**src/rtl/pwm_pkg.sv**
```systemverilog
// Shared definitions for the PWM duty meter: FSM state encoding,
// default sizing constants and the percent scaling factor.
package pwm_pkg;

    typedef enum logic {
        IDLE    = 1'b0,
        MEASURE = 1'b1
    } meter_state_e;

    localparam int unsigned DEF_CNT_W   = 16;
    localparam int unsigned DEF_TIMEOUT = 1000;
    localparam int unsigned PCT_SCALE   = 100;

endpackage

```
**src/rtl/pwm_meter_div.sv**
```systemverilog
// Sequential restoring divider, one quotient bit per clock, MSB first.
// A start pulse while busy aborts the running division and reloads the operands.
module pwm_meter_div
    import pwm_pkg::*;
#(
    parameter int unsigned CNT_W = DEF_CNT_W,
    parameter int unsigned DW    = CNT_W + 7,
    parameter int unsigned QW    = 7
) (
    input  logic             clk,
    input  logic             rst_n,
    input  logic             start,
    input  logic [DW-1:0]    dividend,
    input  logic [CNT_W-1:0] divisor,
    output logic             busy,
    output logic             done,
    output logic [QW-1:0]    quotient
);

    localparam int unsigned CW = $clog2(DW + 1);
    localparam logic [CW-1:0] ITERS   = CW'(DW);
    localparam logic [CW-1:0] CNT_ONE = CW'(1);

    logic [CNT_W-1:0] rem_q, rem_d;
    logic [DW-1:0]    quo_q, quo_d;
    logic [CNT_W-1:0] div_q, div_d;
    logic [CW-1:0]    cnt_q, cnt_d;
    logic             busy_q, busy_d;
    logic             done_q, done_d;
    logic [QW-1:0]    quotient_q, quotient_d;
    logic [CNT_W:0]   rem_shift;

    always_comb begin
        rem_d      = rem_q;
        quo_d      = quo_q;
        div_d      = div_q;
        cnt_d      = cnt_q;
        busy_d     = busy_q;
        done_d     = 1'b0;
        quotient_d = quotient_q;
        rem_shift  = {rem_q, quo_q[DW-1]};

        if (start) begin
            rem_d  = '0;
            quo_d  = dividend;
            div_d  = divisor;
            cnt_d  = ITERS;
            busy_d = 1'b1;
        end else if (busy_q) begin
            // quo_q doubles as the dividend shift register and the quotient accumulator
            if (rem_shift >= {1'b0, div_q}) begin
                rem_d = CNT_W'(rem_shift - {1'b0, div_q});
                quo_d = {quo_q[DW-2:0], 1'b1};
            end else begin
                rem_d = rem_shift[CNT_W-1:0];
                quo_d = {quo_q[DW-2:0], 1'b0};
            end
            cnt_d = cnt_q - CNT_ONE;
            if (cnt_q == CNT_ONE) begin
                busy_d     = 1'b0;
                done_d     = 1'b1;
                quotient_d = quo_d[QW-1:0];
            end
        end
    end

    always_ff @(posedge clk or negedge rst_n) begin
        if (!rst_n) begin
            rem_q      <= '0;
            quo_q      <= '0;
            div_q      <= '0;
            cnt_q      <= '0;
            busy_q     <= 1'b0;
            done_q     <= 1'b0;
            quotient_q <= '0;
        end else begin
            rem_q      <= rem_d;
            quo_q      <= quo_d;
            div_q      <= div_d;
            cnt_q      <= cnt_d;
            busy_q     <= busy_d;
            done_q     <= done_d;
            quotient_q <= quotient_d;
        end
    end

    assign busy     = busy_q;
    assign done     = done_q;
    assign quotient = quotient_q;

endmodule

```
**src/rtl/pwm_duty_meter.sv**
```systemverilog
// Measures period and high time of an asynchronous PWM input, flags stuck levels.
// Define PWM_METER_DUTY_EN to add the duty-percent divider; otherwise duty outputs are tied to 0.
module pwm_duty_meter
    import pwm_pkg::*;
#(
    parameter int unsigned CNT_W   = DEF_CNT_W,
    parameter int unsigned TIMEOUT = DEF_TIMEOUT
) (
    input  logic             clk,
    input  logic             rst_n,
    input  logic             pwm_in,
    output logic [CNT_W-1:0] period,
    output logic [CNT_W-1:0] high_time,
    output logic             meas_valid,
    output logic             stuck_high,
    output logic             stuck_low,
    output logic [6:0]       duty_pct,
    output logic             duty_valid
);

    localparam logic [CNT_W-1:0] TIMEOUT_C = CNT_W'(TIMEOUT);
    localparam logic [CNT_W-1:0] ONE       = CNT_W'(1);

    meter_state_e     state_q, state_d;
    logic             sync1_q, sync1_d;
    logic             sync2_q, sync2_d;
    logic             sync3_q, sync3_d;
    logic             rise_q, rise_d;
    logic [CNT_W-1:0] period_cnt_q, period_cnt_d;
    logic [CNT_W-1:0] high_cnt_q, high_cnt_d;
    logic [CNT_W-1:0] period_q, period_d;
    logic [CNT_W-1:0] high_time_q, high_time_d;
    logic             meas_valid_q, meas_valid_d;
    logic             stuck_high_q, stuck_high_d;
    logic             stuck_low_q, stuck_low_d;

    // sync3_q is the synchronized level aligned with rise_q
    always_comb begin
        sync1_d      = pwm_in;
        sync2_d      = sync1_q;
        sync3_d      = sync2_q;
        rise_d       = sync2_q & ~sync3_q;
        state_d      = state_q;
        period_cnt_d = period_cnt_q;
        high_cnt_d   = high_cnt_q;
        period_d     = period_q;
        high_time_d  = high_time_q;
        meas_valid_d = 1'b0;
        stuck_high_d = stuck_high_q;
        stuck_low_d  = stuck_low_q;

        if (rise_q) begin
            period_cnt_d = ONE;
            high_cnt_d   = ONE;
            state_d      = MEASURE;
            stuck_high_d = 1'b0;
            stuck_low_d  = 1'b0;
            if (state_q == MEASURE) begin
                period_d     = period_cnt_q;
                high_time_d  = high_cnt_q;
                meas_valid_d = 1'b1;
            end
        end else begin
            period_cnt_d = (period_cnt_q >= TIMEOUT_C) ? TIMEOUT_C : period_cnt_q + ONE;
            if (sync3_q && (high_cnt_q < TIMEOUT_C)) begin
                high_cnt_d = high_cnt_q + ONE;
            end
            if (period_cnt_d == TIMEOUT_C) begin
                state_d      = IDLE;
                stuck_high_d = sync3_q;
                stuck_low_d  = ~sync3_q;
            end
        end
    end

    always_ff @(posedge clk or negedge rst_n) begin
        if (!rst_n) begin
            state_q      <= IDLE;
            sync1_q      <= 1'b0;
            sync2_q      <= 1'b0;
            sync3_q      <= 1'b0;
            rise_q       <= 1'b0;
            period_cnt_q <= '0;
            high_cnt_q   <= '0;
            period_q     <= '0;
            high_time_q  <= '0;
            meas_valid_q <= 1'b0;
            stuck_high_q <= 1'b0;
            stuck_low_q  <= 1'b0;
        end else begin
            state_q      <= state_d;
            sync1_q      <= sync1_d;
            sync2_q      <= sync2_d;
            sync3_q      <= sync3_d;
            rise_q       <= rise_d;
            period_cnt_q <= period_cnt_d;
            high_cnt_q   <= high_cnt_d;
            period_q     <= period_d;
            high_time_q  <= high_time_d;
            meas_valid_q <= meas_valid_d;
            stuck_high_q <= stuck_high_d;
            stuck_low_q  <= stuck_low_d;
        end
    end

    assign period     = period_q;
    assign high_time  = high_time_q;
    assign meas_valid = meas_valid_q;
    assign stuck_high = stuck_high_q;
    assign stuck_low  = stuck_low_q;

`ifdef PWM_METER_DUTY_EN
    localparam int unsigned DW = CNT_W + 7;

    logic [DW-1:0] dividend;
    logic          div_busy;
    logic          div_done;

    // Starting from the _d operands lets the divider load on the same edge as meas_valid
    always_comb dividend = DW'(high_time_d) * DW'(PCT_SCALE);

    pwm_meter_div #(
        .CNT_W (CNT_W),
        .DW    (DW),
        .QW    (7)
    ) u_div (
        .clk      (clk),
        .rst_n    (rst_n),
        .start    (meas_valid_d),
        .dividend (dividend),
        .divisor  (period_d),
        .busy     (div_busy),
        .done     (div_done),
        .quotient (duty_pct)
    );

    assign duty_valid = div_done & ~div_busy;
`else
    assign duty_pct   = '0;
    assign duty_valid = 1'b0;
`endif

endmodule

```
**config.mk**
```make
export PLATFORM = sky130hd
export DESIGN_NAME = pwm_duty_meter
export DESIGN_NICKNAME = d
export VERILOG_FILES = /design/src/rtl/pwm_pkg.sv /design/src/rtl/pwm_meter_div.sv /design/src/rtl/pwm_duty_meter.sv
export SDC_FILE = /design/constraint.sdc
export NUM_CORES = 1
export LEC_CHECK = 0
export ABC_AREA = 1
export ABC_CLOCK_PERIOD_IN_PS = 2100
export BUFFER_PORTS_ARGS = -buffer_cell sky130_fd_sc_hd__buf_2
export CAP_MARGIN = 40
export CORE_MARGIN = 2
export CORE_UTILIZATION = 56
export CTS_CLUSTER_SIZE = 28
export DETAILED_ROUTE_END_ITERATION = 8
export PLACE_DENSITY_LB_ADDON = 0.1
export REMOVE_ABC_BUFFERS = 1
export SYNTH_ARGS = -nofsm -noshare
export SYNTH_HDL_FRONTEND = slang
export SYNTH_HIERARCHICAL = 1
export SYNTH_SLANG_ARGS = --single-unit
```
**constraint.sdc**
```tcl
create_clock -name clk -period 2.1 [get_ports clk]
set_clock_uncertainty 0.1 [all_clocks]
set_input_delay 0.105 -clock clk [delete_from_list [all_inputs] [get_ports clk]]
set_output_delay 0.105 -clock clk [all_outputs]
set_load 0.02 [all_outputs]
```
# After elaboration in Yosys (flattened, before gate mapping)
# Index checks and enable logic that the tools add are counted.
# Widths: inputs -> output; s select.
op_classes:
  n_addsub: 2
  magnitude_cmp: 2
  n_eq_ne: 1
  muxes: 12
  bitwise: 2
  reduce_logical: 4
ops:
  columns: ["cell", "count"]
  rows:
  - ["$mux 16", 4]
  - ["$add 16x1->16 const B", 2]
  - ["$eq 16x10->1 const B", 1]
  - ["$ge 16x10->1 const B", 1]
  - ["$lt 16x10->1 const B", 1]
  - ["$mux 1", 8]
  - ["$reduce_bool 2->1", 2]
  - ["$reduce_and 2->1", 1]
  - ["$and 1x1->1", 1]
  - ["$logic_and 1x1->1", 1]
  - ["$not 1->1", 1]
totals:
  reg_bits: 72
  inputBits: 3
  output_inout_bits: 43
  elab_cells: 35

# Logic depth before layout (Yosys ltp)
depth:
  depth_word: 5
  ltp_mapped: 12
  depth_no_buf: 12

# Worst setup path after synthesis
# OpenSTA, ideal clock, no wires.
synth_path:
  path_type: "register to register"
  startpoint: "register period_cnt_q[0]"
  endpoint: "register stuck_high_q (netlist: stuck_high)"
  setup_time_ns: 0.118
  arrival_time_ns: 1.364
  required_ns: 1.882
  path_slack_ns: 0.517
  stages_incl_launch_ff: 12
  n_path_buf: 0
  synth_period_minus_slack_ns: 1.583
  path_cell_list: "dfrtp_1 ha_1 nand3_2 clkinv_1 nand2_1 nand2_1 nand3_1 o21ai_1 nor2_1 nand3_2 nand3_1 nand2_1"
synth_between:
  elab_chain_len: 4
  elab_cells_between_ends: 5
  classes_between: "1 x add/sub; 1 x order compare; 1 x eq/ne; 1 x mux; 1 x reduce/logical"
synth_rtl:
  columns: ["item", "line", "rtl"]
  rows:
  - ["from (decl)", "pwm_duty_meter.sv:29", "logic [CNT_W-1:0] period_cnt_q, period_cnt_d;"]
  - ["from (signal assigned)", "pwm_duty_meter.sv:96", "period_cnt_q <= period_cnt_d;"]
  - ["$add 16x1->16 / $ge 16x10->1 (equally long branches)", "pwm_duty_meter.sv:64", "period_cnt_d = (period_cnt_q >= TIMEOUT_C) ? TIMEOUT_C : period_cnt_q + ONE;"]
  - ["$mux 16 *", "pwm_duty_meter.sv:64", null]
  - ["$eq 16x10->1 *", "pwm_duty_meter.sv:68", "if (period_cnt_d == TIMEOUT_C) begin"]
  - ["$reduce_bool 2->1 (no line) *", null, null]
  - ["to (signal assigned)", "pwm_duty_meter.sv:101", "stuck_high_q <= stuck_high_d;"]
  - ["to (decl)", "pwm_duty_meter.sv:34", "logic stuck_high_q, stuck_high_d;"]
# Mark *: on every way between the ends. The rest lies on a longest branch, timed or not.
# A chain may end at the register's enable or synchronous reset.

# Final worst setup path
# Same ends and word-level chain as after synthesis.

==> run summary <==
RSZ-0062 raised after global routing: false
Die W: 78.6 um
Synth top area cells: dfrtp_1, nand2_1, o21ai_0
Tot GR Track Use: 21.2%
Post-Syn Area per Cell: 8.90 um^2
Achievable frequency: 565 MHz
Die Area: 6180 um^2
Peak supply drop: 562 uV
Cell taking the most area after synthesis: dfrtp_1
Initial antenna violation count: 0
Final Total Pwr: 3.19 mW
Cell depth of the worst setup path: 11
Status: complete, no violations
Vias: 2,313
Leakage: 1.86 nW
WP data arrival: 1910 ps
HPWL Detailed: 3960 um
Final setup viols: 0
Share of cells above drive strength 1: 18.3%
Mapped Area: 3120 um^2
Ys Warns: 6
CP Max Fanout: 4
Wire per inst: 12.2 um
Syn Inst Count: 350
Global-route wire length before repair: 10,000 um
Clk slew on worst S/H paths: 80 ps
Layout Cells excl Fill: 476
Via density: 4.86
CP max stage cell: dfrtp_1
WP buf/inv: 1
Die Y: 78.6 um
Crit start category: flip-flop
CTS Buffer Depth: 2
Fill count: 487
Distinct cell type count after synthesis: 26
Final Routed Wirelength: 5820 um
Number of global-route vias before repair: 2,154
Critical path required time: 2240 ps
IO Pins: 46
Total core area: 5440 um^2
Max-slew violations: 0
Clock root buffer: clkbuf_8
Worst path cell trace: ha_1, nand3_2, clkinv_1, nand2_1, nand2_1, nand3_1, o21ai_1, nor2_1, nand3_2, nand3_1, nand2_1
Path depth of the worst reg2reg path: 11
DR pass1 iterations: 4
Skew-Pair Late Insertion Delay: 350 ps
Hold WC Path Type: input pin to asynchronous set/reset pin
Htree depth: 3
# DRC: 0
Top_reg_cell synth: dfrtp_1
Worst path most repeated cell: nand2_1
Largest net degree at the start of global routing: 73
Cell Pwr Density: 881 nW/um^2
Sequential area share after synthesis: 57.8%
IO Port Bufs: 37
Critical path endpoint category: flip-flop
Area delta synth->final: 16.2%
Fin crit share: 84.2%
Ant diodes: 0
Antenna Violating Nets Remaining: 0
RePlAce Congestion: 0.850
Max-cap violations: 0
# Post-CTS Setup Buffers: 0
Number of DRC markers in iteration 0: 183
Hold Vio Cnt, Final: 0
EDFF count, synth: 0
Reg area: 1800 um^2
Inst Count DP: 459
Final net count: 406
Count leader, synth: nand2_1
Final setup TNS: 0 ps
TritonCTS clock tree: yes
Synth top area share: 57.8%
Flops & latches, synth: 72
Initial Util: 57.3%
Multi-input combinational cell area: 1100 um^2
CP delay by family, top: simple AND/OR/NAND/NOR gates
Synth top cells by count: nand2_1, dfrtp_1, inv_1
Crit path kind: flip-flop to flip-flop
FP Rows: 27
Slowest stage delay, CP: 420 ps
Cts bufs inserted: 9
Asr flop ratio synth: 100%
Min Tclk post-route: 1770 ps
Congestion Overflow GR: 0
CTS sink count: 72
[per-stage QoR]
| stage | area (um^2) | worst slack (ps) | util [%] | hold WS, ps |
|---|---|---|---|---|
| finish | 3620 | 331 | 66.6 | 200 |
| global route | 3620 | 193 | 66.6 | 270 |
| CTS | 3620 | 339 | 66.6 | 234 |
| detailed placement | 3380 | 387 | 62.2 | 58.2 |
| global placement | 3380 | 443 | 62.2 | 62.2 |
| floorplan | 3060 | 109 | - | -291 |
[path summary, 6_finish.rpt]
kind | start | endpoint | slack, ps
max in group asynchronous | rst_n | high_time[10] | 1380
worst min-delay path | rst_n | period[5] | 200
worst max register to register | period_cnt_q[0] | stuck_high | 330
worst max-delay path | period_cnt_q[0] | stuck_high | 330
min in group clk | sync1_q | sync2_q | 250
worst min register to register | sync1_q | sync2_q | 250
[per-layer routing]
metal	vias up	part of all wire [%]	global-route usage, %	routed length (um)
met3	9	4.3	6.44	253
li1	1188	-	-	-
met2	42	45	31.6	2610
met4	0	1.5	6.67	87
met1	1074	49	30.0	2870
met5	-	0	0	0
[area by class of cell]
class	instances	share of cell area (%)
Timing Repair Buffer	44	7.05
Clock buffer	10	3.80
Multi-Input combinational cell	231	30.3
Sequential cell	72	49.7
Tap cell	72	2.49
Inverter	42	4.35
Clock inverter	5	2.25
[state kept, by name, summed over array words and instances, names as in the netlist]
register / count
sync1_q: 1
state_q: 1
sync3_q: 1
sync2_q: 1
meas_valid: 1
period: 16
period_cnt_q: 16
stuck_low: 1
rise_q: 1
high_time: 16
high_cnt_q: 16
stuck_high: 1
[power breakdown]
| group | leakage [nW] | switching, mW | internal (mW) |
|---|---|---|---|
| registers | 0.928 | 0.0652 | 1.50 |
| logic | 0.824 | 0.291 | 0.127 |
| clock network | 0.108 | 0.516 | 0.694 |
[kinds of logic after synthesis]
family                   after synthesis  share of synthesized area [%]
AO/OA/AOI/OAI                         49                           8.07
XOR/XNOR                               1                          0.281
adder cells (fa/ha/maj)                3                           1.20
buffers and inverters                 60                           8.51
flip-flops                            72                           57.8
other                                  1                          0.120
AND/OR/NAND/NOR                      164                           24.0
[worst reg2reg max path: cells and delay by family, from the launching register on]
family	cells	cell delay, ps
simple gates	8	710
flops	1	420
fa+ha+maj	1	250
buf+inv	1	110
compound gates	1	70
[cell usage in the layout, fill, tap and decap left out, drive strengths merged, types with 9 or more instances in the layout]
cell    Yosys  final
buf        12     42
clkbuf      6     10
conb        1     14
dfrtp      72     72
inv        40     40
nand2      89     89
nand3      17     17
nand4       9      9
nor2       36     36
nor3        9      9
o21ai      44     44
[timing repair]
action,4_1_cts,5_1_grt
hold endpoints to repair,73,0
resized for setup,0,0
hold buffers,2,0
endpoints found under the setup margin,0,0
Power figures use the tool's default switching activity.
